==> config.mk <==
export PLATFORM = sky130hd
export DESIGN_NAME = csr_access_unit_flat
export DESIGN_NICKNAME = d
export VERILOG_FILES = /design/src/rtl/csr_pkg.sv /design/src/rtl/csr_access_unit_if.sv /design/src/rtl/csr_alu.sv /design/src/rtl/csr_access_unit.sv /design/src/flat_wrapper.sv
export SDC_FILE = /design/constraint.sdc
export NUM_CORES = 1
export LEC_CHECK = 0
export CAP_MARGIN = 20
export CORE_ASPECT_RATIO = 0.7
export CORE_MARGIN = 2
export CORE_UTILIZATION = 30
export CTS_CLUSTER_DIAMETER = 60
export DETAILED_ROUTE_END_ITERATION = 10
export PLACE_DENSITY = 0.59
export RECOVER_POWER = 100
export SLEW_MARGIN = 30
export SYNTH_ARGS = -nofsm -noshare
export SYNTH_HDL_FRONTEND = slang
export SYNTH_SLANG_ARGS = --single-unit
==> constraint.sdc <==
create_clock -name clk -period 2.5 [get_ports clk]
set_clock_uncertainty 0.05 [all_clocks]
set_input_delay 0.5 -clock clk [delete_from_list [all_inputs] [get_ports clk]]
set_output_delay 0.5 -clock clk [all_outputs]
set_load 0.02 [all_outputs]
==> src/rtl/csr_pkg.sv <==
// Shared constants for the CSR access unit: Zicsr funct3 codes, FSM states
// and the address prefix that marks read-only CSRs.
package csr_pkg;

    localparam logic [2:0] CSR_RW  = 3'b001;
    localparam logic [2:0] CSR_RS  = 3'b010;
    localparam logic [2:0] CSR_RC  = 3'b011;
    localparam logic [2:0] CSR_RWI = 3'b101;
    localparam logic [2:0] CSR_RSI = 3'b110;
    localparam logic [2:0] CSR_RCI = 3'b111;

    localparam logic [1:0] CSR_RO_PREFIX = 2'b11;

    typedef enum logic [1:0] {
        ST_IDLE  = 2'd0,
        ST_READ  = 2'd1,
        ST_WRITE = 2'd2,
        ST_DONE  = 2'd3
    } csr_state_t;

    // funct3[1:0]==00 covers both reserved encodings (000 and 100).
    function automatic logic csr_is_illegal(input logic [2:0] funct3);
        return (funct3[1:0] == 2'b00);
    endfunction

endpackage

==> src/rtl/csr_access_unit_if.sv <==
// Bundle of request, response and CSR-file signals of the CSR access unit.
// slave = the access unit itself, master = its environment (decode + CSR file).
interface csr_access_unit_if #(
    parameter int DATA_W = 32,
    parameter int ADDR_W = 12
);
    logic              req_valid;
    logic              req_ready;
    logic [2:0]        req_funct3;
    logic [ADDR_W-1:0] req_csr;
    logic [DATA_W-1:0] req_rs1_val;
    logic [4:0]        req_zimm;
    logic              req_rs1_zero;
    logic              req_rd_zero;

    logic              resp_valid;
    logic              resp_ready;
    logic [DATA_W-1:0] resp_rdata;
    logic              resp_err;

    logic              csr_read_en;
    logic [ADDR_W-1:0] csr_addr;
    logic [DATA_W-1:0] csr_rdata;
    logic              csr_write_en;
    logic [ADDR_W-1:0] csr_wb_addr;
    logic [DATA_W-1:0] csr_wb_data;

    modport slave (
        input  req_valid, req_funct3, req_csr, req_rs1_val, req_zimm,
               req_rs1_zero, req_rd_zero, resp_ready, csr_rdata,
        output req_ready, resp_valid, resp_rdata, resp_err,
               csr_read_en, csr_addr, csr_write_en, csr_wb_addr, csr_wb_data
    );

    modport master (
        output req_valid, req_funct3, req_csr, req_rs1_val, req_zimm,
               req_rs1_zero, req_rd_zero, resp_ready, csr_rdata,
        input  req_ready, resp_valid, resp_rdata, resp_err,
               csr_read_en, csr_addr, csr_write_en, csr_wb_addr, csr_wb_data
    );
endinterface

==> src/rtl/csr_alu.sv <==
// Combinational modify step of a CSR read-modify-write:
// write replaces, set ORs in the source bits, clear masks them out.
module csr_alu #(
    parameter int DATA_W = 32
) (
    input  logic [1:0]        i_op,
    input  logic [DATA_W-1:0] i_old,
    input  logic [DATA_W-1:0] i_src,
    output logic [DATA_W-1:0] o_new
);
    always_comb begin
        o_new = i_src;
        case (i_op)
            2'b01:   o_new = i_src;
            2'b10:   o_new = i_old | i_src;
            2'b11:   o_new = i_old & ~i_src;
            default: o_new = i_src;
        endcase
    end
endmodule

==> src/rtl/csr_access_unit.sv <==
// Executes one Zicsr instruction as IDLE -> READ -> WRITE -> DONE against the CSR file.
// Build option CSR_RO_CHECK_EN: block writes to CSRs whose top address bits are 2'b11.
module csr_access_unit
    import csr_pkg::*;
#(
    parameter int DATA_W = 32,
    parameter int ADDR_W = 12
) (
    input  logic              clk,
    input  logic              rst_n,
    csr_access_unit_if.slave  bus
);
    csr_state_t        r_state;
    csr_state_t        w_state_next;
    logic [1:0]        r_op;
    logic [ADDR_W-1:0] r_csr;
    logic [DATA_W-1:0] r_src;
    logic              r_rs1_zero;
    logic              r_rd_zero;
    logic [DATA_W-1:0] r_old;
    logic              r_err;

    logic              w_accept;
    logic              w_is_rw;
    logic              w_read_allowed;
    logic              w_write_attempt;
    logic              w_ro_block;
    logic              w_req_ready;
    logic              w_resp_valid;
    logic              w_read_en;
    logic              w_write_en;
    logic [DATA_W-1:0] w_src_in;
    logic [DATA_W-1:0] w_alu_new;

    assign w_accept        = (r_state == ST_IDLE) && bus.req_valid;
    assign w_src_in        = bus.req_funct3[2] ? {{(DATA_W-5){1'b0}}, bus.req_zimm}
                                               : bus.req_rs1_val;
    assign w_is_rw         = (r_op == 2'b01);
    // RW forms with rd=x0 must not read (side-effecting reads); set/clear with rs1=x0 must not write.
    assign w_read_allowed  = !(w_is_rw && r_rd_zero);
    assign w_write_attempt = !(!w_is_rw && r_rs1_zero);

`ifdef CSR_RO_CHECK_EN
    assign w_ro_block = w_write_attempt && (r_csr[ADDR_W-1:ADDR_W-2] == CSR_RO_PREFIX);
`else
    assign w_ro_block = 1'b0;
`endif

    csr_alu #(.DATA_W(DATA_W)) u_alu (
        .i_op  (r_op),
        .i_old (r_old),
        .i_src (r_src),
        .o_new (w_alu_new)
    );

    always_ff @(posedge clk or negedge rst_n) begin
        if (!rst_n) begin
            r_state <= ST_IDLE;
        end else begin
            r_state <= w_state_next;
        end
    end

    always_comb begin
        w_state_next = r_state;
        w_req_ready  = 1'b0;
        w_resp_valid = 1'b0;
        w_read_en    = 1'b0;
        w_write_en   = 1'b0;
        case (r_state)
            ST_IDLE: begin
                w_req_ready = 1'b1;
                if (bus.req_valid) begin
                    w_state_next = csr_is_illegal(bus.req_funct3) ? ST_DONE : ST_READ;
                end
            end
            ST_READ: begin
                w_read_en    = w_read_allowed;
                w_state_next = ST_WRITE;
            end
            ST_WRITE: begin
                w_write_en   = w_write_attempt && !w_ro_block;
                w_state_next = ST_DONE;
            end
            ST_DONE: begin
                w_resp_valid = 1'b1;
                if (bus.resp_ready) begin
                    w_state_next = ST_IDLE;
                end
            end
            default: w_state_next = ST_IDLE;
        endcase
    end

    // Request latch and old-value/error capture; r_err is pre-set at accept for illegal funct3.
    always_ff @(posedge clk or negedge rst_n) begin
        if (!rst_n) begin
            r_op       <= '0;
            r_csr      <= '0;
            r_src      <= '0;
            r_rs1_zero <= 1'b0;
            r_rd_zero  <= 1'b0;
            r_old      <= '0;
            r_err      <= 1'b0;
        end else begin
            if (w_accept) begin
                r_op       <= bus.req_funct3[1:0];
                r_csr      <= bus.req_csr;
                r_src      <= w_src_in;
                r_rs1_zero <= bus.req_rs1_zero;
                r_rd_zero  <= bus.req_rd_zero;
                r_old      <= '0;
                r_err      <= csr_is_illegal(bus.req_funct3);
            end
            if (r_state == ST_READ) begin
                r_old <= w_read_allowed ? bus.csr_rdata : '0;
            end
            if ((r_state == ST_WRITE) && w_ro_block) begin
                r_err <= 1'b1;
            end
        end
    end

    assign bus.req_ready    = w_req_ready;
    assign bus.resp_valid   = w_resp_valid;
    assign bus.resp_rdata   = w_resp_valid ? r_old : '0;
    assign bus.resp_err     = w_resp_valid ? r_err : 1'b0;
    assign bus.csr_read_en  = w_read_en;
    assign bus.csr_addr     = r_csr;
    assign bus.csr_write_en = w_write_en;
    assign bus.csr_wb_addr  = r_csr;
    assign bus.csr_wb_data  = w_write_en ? w_alu_new : '0;

endmodule
==> src/flat_wrapper.sv <==
// flat-port wrapper written by rule: the top's interface ports become plain ports
module csr_access_unit_flat import csr_pkg::*;
#(
    parameter int DATA_W = 32,
    parameter int ADDR_W = 12
)
  (clk, rst_n, bus_req_valid, bus_req_funct3, bus_req_csr, bus_req_rs1_val, bus_req_zimm, bus_req_rs1_zero, bus_req_rd_zero, bus_resp_ready, bus_csr_rdata, bus_req_ready, bus_resp_valid, bus_resp_rdata, bus_resp_err, bus_csr_read_en, bus_csr_addr, bus_csr_write_en, bus_csr_wb_addr, bus_csr_wb_data);
  csr_access_unit_if #(.DATA_W(DATA_W), .ADDR_W(ADDR_W)) bus_i ();
  input  logic clk;
  input  logic rst_n;
  input wire logic [$bits(bus_i.req_valid)-1:0] bus_req_valid;
  input wire logic [$bits(bus_i.req_funct3)-1:0] bus_req_funct3;
  input wire logic [$bits(bus_i.req_csr)-1:0] bus_req_csr;
  input wire logic [$bits(bus_i.req_rs1_val)-1:0] bus_req_rs1_val;
  input wire logic [$bits(bus_i.req_zimm)-1:0] bus_req_zimm;
  input wire logic [$bits(bus_i.req_rs1_zero)-1:0] bus_req_rs1_zero;
  input wire logic [$bits(bus_i.req_rd_zero)-1:0] bus_req_rd_zero;
  input wire logic [$bits(bus_i.resp_ready)-1:0] bus_resp_ready;
  input wire logic [$bits(bus_i.csr_rdata)-1:0] bus_csr_rdata;
  output wire logic [$bits(bus_i.req_ready)-1:0] bus_req_ready;
  output wire logic [$bits(bus_i.resp_valid)-1:0] bus_resp_valid;
  output wire logic [$bits(bus_i.resp_rdata)-1:0] bus_resp_rdata;
  output wire logic [$bits(bus_i.resp_err)-1:0] bus_resp_err;
  output wire logic [$bits(bus_i.csr_read_en)-1:0] bus_csr_read_en;
  output wire logic [$bits(bus_i.csr_addr)-1:0] bus_csr_addr;
  output wire logic [$bits(bus_i.csr_write_en)-1:0] bus_csr_write_en;
  output wire logic [$bits(bus_i.csr_wb_addr)-1:0] bus_csr_wb_addr;
  output wire logic [$bits(bus_i.csr_wb_data)-1:0] bus_csr_wb_data;
  assign bus_i.req_valid = bus_req_valid;
  assign bus_i.req_funct3 = bus_req_funct3;
  assign bus_i.req_csr = bus_req_csr;
  assign bus_i.req_rs1_val = bus_req_rs1_val;
  assign bus_i.req_zimm = bus_req_zimm;
  assign bus_i.req_rs1_zero = bus_req_rs1_zero;
  assign bus_i.req_rd_zero = bus_req_rd_zero;
  assign bus_i.resp_ready = bus_resp_ready;
  assign bus_i.csr_rdata = bus_csr_rdata;
  assign bus_req_ready = bus_i.req_ready;
  assign bus_resp_valid = bus_i.resp_valid;
  assign bus_resp_rdata = bus_i.resp_rdata;
  assign bus_resp_err = bus_i.resp_err;
  assign bus_csr_read_en = bus_i.csr_read_en;
  assign bus_csr_addr = bus_i.csr_addr;
  assign bus_csr_write_en = bus_i.csr_write_en;
  assign bus_csr_wb_addr = bus_i.csr_wb_addr;
  assign bus_csr_wb_data = bus_i.csr_wb_data;
  csr_access_unit #(.DATA_W(DATA_W), .ADDR_W(ADDR_W)) u_core (.clk(clk), .rst_n(rst_n), .bus(bus_i));
endmodule
==> flow_summary.json <==
{
  "ctsLongestPathBuffers": 2,
  "vias": 3655,
  "syn_avg_cell_area_um2": 10.1,
  "cts_tree": "yes",
  "clk_pin_slew_ns": 0.06,
  "gr-total-overflow": 0,
  "pin_count": 183,
  "cts_sinks": 83,
  "rsz0062_at_grt": "false",
  "p_leak_nw": 2.86,
  "maxSlewViolCount": 0,
  "syn_to_final_growth_pct": 48.7,
  "wl_met2_mm": 5.70,
  "sw_frac_of_total": 0.423,
  "hp-class": "in2async",
  "arrival_ns": 1.87,
  "top_layer": "met4",
  "clkPwrFrac": 0.162,
  "r2r_cells": 6,
  "wl_met1_mm": 6.35,
  "pwr-share-comb": 0.507,
  "place_hpwl_mm": 9.09,
  "reg2reg_slack_ns": 0.24,
  "synth_seq_cells": 83,
  "drc": 0,
  "synth.area.top_cells": "dfrtp_1 (49%), a22o_1 (6.6%), nand2_1 (5.7%)",
  "synth_warnings": 0,
  "drtIter0Drc": 96,
  "crit_path_max_fanout": 8,
  "slew_headroom": 0.250,
  "viasPerCell": 4.65,
  "route.met3.wl_mm": 1.18,
  "clock_tree.root_cell": "clkbuf_16",
  "setup_violations": 0,
  "period_needed_ns": 2.42,
  "antenna_found_initial": 0,
  "rows": 36,
  "grt_pass1_vias": 3889,
  "p_seq_frac": 0.331,
  "core_area_um2": 13900,
  "critical_path_class": "reg2out",
  "final_common_cell": "clkdlybuf4s50_1",
  "synth.distinct_cells": 25,
  "layout-drive-gt1-share": 0.0688,
  "fin_crit_sh": 0.966,
  "clkLatencyLatePin_ns": 0.33,
  "nets": 685,
  "end_kind": "output port",
  "drtPass1Iterations": 4,
  "cts_buffers": 9,
  "synth_seq_area_share": 0.488,
  "tightest_slew_ns": 1.12,
  "r2r-end": "u_core.r_src[14]",
  "avgRoutedWirePerCell_um": 17.0,
  "report.final.hold_viol_count": 0,
  "outcome": "completed",
  "die_y_um": 104,
  "antenna_left": 0,
  "cp.required_ns": 1.95,
  "grtUsageTotal": 0.180,
  "start_util": 0.307,
  "gp_congestion": 0.762,
  "slowest_delay_ns": 0.42,
  "p_per_area_nw_per_um2": 1160,
  "postSynthCellCount": 420,
  "worst_r2r_startpoint": "u_core.r_state[0]",
  "synthesis.area_um2": 4260,
  "grt_max_degree": 46,
  "worst_path_max_delay_cell": "dfrtp_1",
  "layout_common_cells": "clkdlybuf4s50_1 (88), dfrtp_1 (83), nand2_1 (66)",
  "synth_nets": 514,
  "dieArea_um2": 15200,
  "max_freq_mhz": 414,
  "grt_pass1_wl_mm": 21.3,
  "ir_drop_mv": 0.477,
  "drv_cap": 0,
  "postPlaceCellArea_um2": 6220,
  "synth_top_area_cell": "dfrtp_1",
  "fin_hold_ws_ns": 0.289,
  "num_antenna_cells": 0,
  "die_x_um": 146,
  "switching_power_mw": 3.11,
  "finalInstanceArea_um2": 6330,
  "htreeDepth": 3,
  "drt_wl_total_mm": 13.4,
  "p_int_mw": 4.23,
  "port_buffers": 182,
  "cp_cell_sequence": "inv_1, ha_4, o21ai_4, a21oi_1, dlygate4sd2_1",
  "cp-start-kind": "flip-flop",
  "synth_top_area_share": 0.488
}
kinds of logic after synthesis:
kind of cell | count (synthesis) | synth area share
AOI/OAI and AO/OA | 101 | 0.151
adders and majority gates | 4 | 0.0118
buffers and inverters | 47 | 0.0641
DFF | 83 | 0.488
muxes | 24 | 0.0756
and+or+nand+nor | 161 | 0.209
cell usage after synthesis, drive strengths merged:
cell type,n
inv,5
o32a,1
a21oi,34
and2,33
mux2,17
o21ai,33
a21boi,1
nor2b,2
nor2,1
clkbuf,16
ha,4
nand3b,32
dfrtp,83
mux2i,7
a22o,32
nand2b,27
buf,26
nand2,66
registers in the layout, indices dropped and copies added, names as in the netlist:
register,cells
u_core.r_op,2
u_core.r_old,32
u_core.r_src,32
u_core.bus.csr_addr,12
u_core.r_rd_zero,1
u_core.r_err,1
u_core.r_rs1_zero,1
u_core.r_state,2
metrics by stage:
| step | setup TNS, ns | total power, mW | instances | setup slack, ns | util |
|---|---|---|---|---|---|
| floorplan | 0 | 4.85 | 420 | 0.714 | - |
| global placement | -0.0333 | 6.34 | 763 | -0.0294 | 0.448 |
| detailed placement | -0.673 | 6.40 | 763 | -0.0801 | 0.448 |
| CTS | 0 | 7.74 | 785 | 0.00126 | 0.470 |
| global route | 0 | 7.86 | 786 | 0.00186 | 0.456 |
| finish | 0 | 7.34 | 786 | 0.0842 | 0.456 |
worst max-delay path by stage:
stage,startpoint,to,slack [ns]
after floorplan,u_core.r_state[0],bus_csr_wb_data[22],0.71
after global placement,u_core.r_op[0],bus_csr_wb_data[5],-0.03
final,u_core.r_state[0],bus_csr_wb_data[15],0.08
after CTS,u_core.r_state[0],bus_resp_rdata[1],0.001
after global routing,u_core.r_state[0],bus_csr_wb_data[14],0.002
after detailed placement,u_core.r_op[0],bus_csr_wb_data[5],-0.08
worst max-delay path: cells and delay by family (launching register included):
family | cells | cell delay (ns)
buffers and inverters | 2 | 0.50
AO/OA/AOI/OAI | 2 | 0.34
flip-flops | 1 | 0.42
adder cells (fa/ha/maj) | 1 | 0.26
power groups by stage:
stage               Clock, mW  Sequential, mW  Combinational (mW)
finish                   1.19            2.43                3.72
detailed placement          0            2.46                3.94
CTS                      1.22            2.45                4.06
floorplan                   0            2.42                2.42
global route             1.28            2.52                4.06
global placement            0            2.44                3.90
per-layer routing:
layer  GRT usage  up-vias
met1       0.240     1724
met3      0.0696       15
met2       0.277      147
met4      0.0437        0
met5           0        -
li1            -     1769
area by class of cell:
type                    instances  area (um2)
clock buffers                  11         233
clock inverters                 5        30.0
fillers                      1416        7550
inverters                       5        18.8
multi-input cells             293        1910
flip-flops and latches         83        2080
well taps                     190         238
repair buffers                199        1820
repair_timing:
item                       4_1_cts  5_1_grt
hold endpoints to repair         0        0
pin swaps                        1        0
hold buffers                     0        0
resized for setup               56       22
buffers inserted                 3        0
setup endpoints to repair       56       21
cloned                           3        0
Note: power is estimated with default switching activity, not from simulation.
==> variant: new RTL, same settings <==
Add a define of `CSR_RO_CHECK_EN`.
--- a/src/rtl/csr_access_unit.sv
+++ b/src/rtl/csr_access_unit.sv
@@ -1,4 +1,6 @@
 // Executes one Zicsr instruction as IDLE -> READ -> WRITE -> DONE against the CSR file.
 // Build option CSR_RO_CHECK_EN: block writes to CSRs whose top address bits are 2'b11.
+`define CSR_RO_CHECK_EN
+
 module csr_access_unit
     import csr_pkg::*;
Behaviour: not the same (a bounded check fails within 4 cycles, from zero or initial values and one cycle with rst_n low).
==> variant against the unedited design <==
Cell count fell by 0.25%. Routed wire length shrank 4.7%. Global-route usage decreased by 0.82 points. Power is 0.16% higher. Worst setup slack worse by 0.022 ns. Clock power rose by 21%. Register-to-register slack gained 0.07 ns. Design area shrank 2.6%. Area after synthesis decreased by 1.3%. Sequential cell count did not move. Critical path depth decreased by 1. Critical endpoint is now bus_resp_rdata[19].
==> variant: results (changes against the unedited design) <==
metric;value;unit;change
slowest cell delay on critical path;0.60;ns;was 0.42 ns
vias in the first global route;3728;;was 3889
Net Count, Synth;517;;was 514
WP data arrival;1.89;ns;was 1.87 ns
max layer used;met4;;unchanged
Worst Tran Pin Value;1.17;ns;was 1.12 ns
dpl hpwl;9250;um;was 9090 um
TritonCTS Buffers;9;;unchanged
pin count of the biggest net entering global routing;49;;was 46
Synth top cells by count;83 x dfrtp_1, 66 x nand2_1, 34 x a21oi_1, 34 x o21ai_0, 33 x and2_1;;was 83 x dfrtp_1, 65 x nand2_1, 33 x a21oi_1, 33 x and2_1
family with the most delay on the worst path;buffers and inverters;;unchanged
Hold Crit Class;primary input to async pin;;unchanged
initial drt markers;138;;was 96
Synth async-reset ratio;1.00;;unchanged
# diodes;0;;unchanged
final WL;12800;um;was 13400 um
sequential-to-total area share from yosys stat;0.494;;was 0.488
layout cell share with drive strength beyond 1;0.104;;was 0.0688
TritonRoute pass-1 iters;4;;unchanged
drt drc;0;;unchanged
Unique masters post-synth;23;;was 25
CTS H-tree lvls;3;;unchanged
nets@finish;683;;was 685
root buf cell;clkbuf_16;;unchanged
met1 wire length;6340;um;was 6350 um
Psw;3.02;mW;was 3.11 mW
result of the run;finished, final reports clean;;unchanged
Lkg Pwr;2.64;nW;was 2.86 nW
routed length on met2;5550;um;was 5700 um
Clk Latency, worst-skew pair;0.33;ns;about the same
antenna-violating nets left;0;;unchanged
Placer Congestion;0.792;;was 0.762
maximum vdd drop;0.561;mV;was 0.477 mV
vias per std cell;4.64;;was 4.65
Slowest-stage cell, CP;clkdlybuf4s50_1;;was dfrtp_1
pre-CTS WS;0.115;ns;was -0.0801 ns
largest cells by area after synthesis;dfrtp_1 49%, a22o_1 6.7%, nand2_1 5.9%, nand3b_1 5.7%, and2_1 4.9%;;was dfrtp_1 49%, a22o_1 6.6%, nand2_1 5.7%, mux2_4 5.6%, nand3b_1 5.6%
initial antenna violation count;0;;unchanged
met3 WL;740;um;was 1180 um
total track usage;0.172;;was 0.180
Max Root-Sink Buffers;2;;unchanged
clock-pin slew of the registers on the worst-case setup and hold paths;0.06;ns;about the same
first-pass GRT wire length;20200;um;was 21300 um
critical path peak fanout;35;;was 8
warning count from the yosys run;0;;unchanged
port bufs;182;;unchanged
-- variant: changes by cell type in the layout (fill, tap and decap cells not counted), moves of 8 or more --
cell	change
dlygate4sd2_1	-39
mux2_2	+15
mux2_1	-15
clkbuf_2	+8
clkbuf_1	+22
-- variant: worst paths after layout --
path | from | end | slack, ns | depth (start not counted)
min in group clk | u_core.r_src[13]$_DFFE_PN0P_ | u_core.r_src[13]$_DFFE_PN0P_ | 0.45 | 2
hold reg to reg | u_core.r_src[13]$_DFFE_PN0P_ | u_core.r_src[13]$_DFFE_PN0P_ | 0.45 | 2
hold / removal | rst_n | u_core.bus.csr_addr[8]$_DFFE_PN0P_ | 0.25 | 1
max in group asynchronous | rst_n | u_core.r_rd_zero$_DFFE_PN0P_ | 0.46 | 2
setup / recovery | u_core.r_state[0]$_DFFE_PN0P_ | bus_resp_rdata[19] | 0.06 | 4
setup reg to reg | u_core.r_state[0]$_DFFE_PN0P_ | u_core.bus.csr_addr[6]$_DFFE_PN0P_ | 0.31 | 5
-- variant: power groups by stage --
stage	Clock (mW)	Combinational [mW]	Sequential, mW
6_report	1.44	3.47	2.44
5_1_grt	1.54	3.78	2.54
4_1_cts	1.49	3.75	2.45
3_5_place_dp	0	3.83	2.46
3_3_place_gp	0	3.78	2.44
2_1_floorplan	0	2.29	2.42
-- variant: area by class of cell --
| type | instances | area [um2] |
|---|---|---|
| tap | 190 | 238 |
| fill | 1355 | 7620 |
| clock buffer | 9 | 225 |
| inverter | 5 | 18.8 |
| sequential | 83 | 2080 |
| multi-input combinational | 293 | 1890 |
| clock inverter | 7 | 98.8 |
| timing repair buffer | 197 | 1620 |
-- variant: kinds of logic after synthesis --
family / share of synthesized area
muxes: 0.0620
DFF: 0.494
buffers and inverters: 0.0632
and+or+nand+nor: 0.213
AOI/OAI and AO/OA: 0.156
adders and majority gates: 0.0119
-- variant: metrics by stage --
| stage | hold WS [ns] | cells | instance area (um2) | TNS [ns] | power, mW |
|---|---|---|---|---|---|
| floorplan | 0.154 | 423 | 4200 | 0 | 4.71 |
| global placement | 0.432 | 768 | 6190 | 0 | 6.22 |
| detailed placement | 0.439 | 768 | 6190 | 0 | 6.29 |
| CTS | 0.0876 | 784 | 6470 | 0 | 7.68 |
| finish | 0.253 | 784 | 6160 | 0 | 7.35 |
| global route | 0.329 | 784 | 6160 | -0.00541 | 7.86 |
-- variant: metal layers --
metal / GRT usage / vias to the layer above
li1: - / 1772
met1: 0.230 / 1737
met2: 0.278 / 117
met3: 0.0491 / 10
met4: 0.0452 / 0
met5: 0 / -
-- variant: what timing repair did --
action | in CTS | in global routing
setup endpoints to repair | 36 | 59
gates resized for setup | 36 | 81
setup buffers | 0 | 0
cloned | 0 | 0
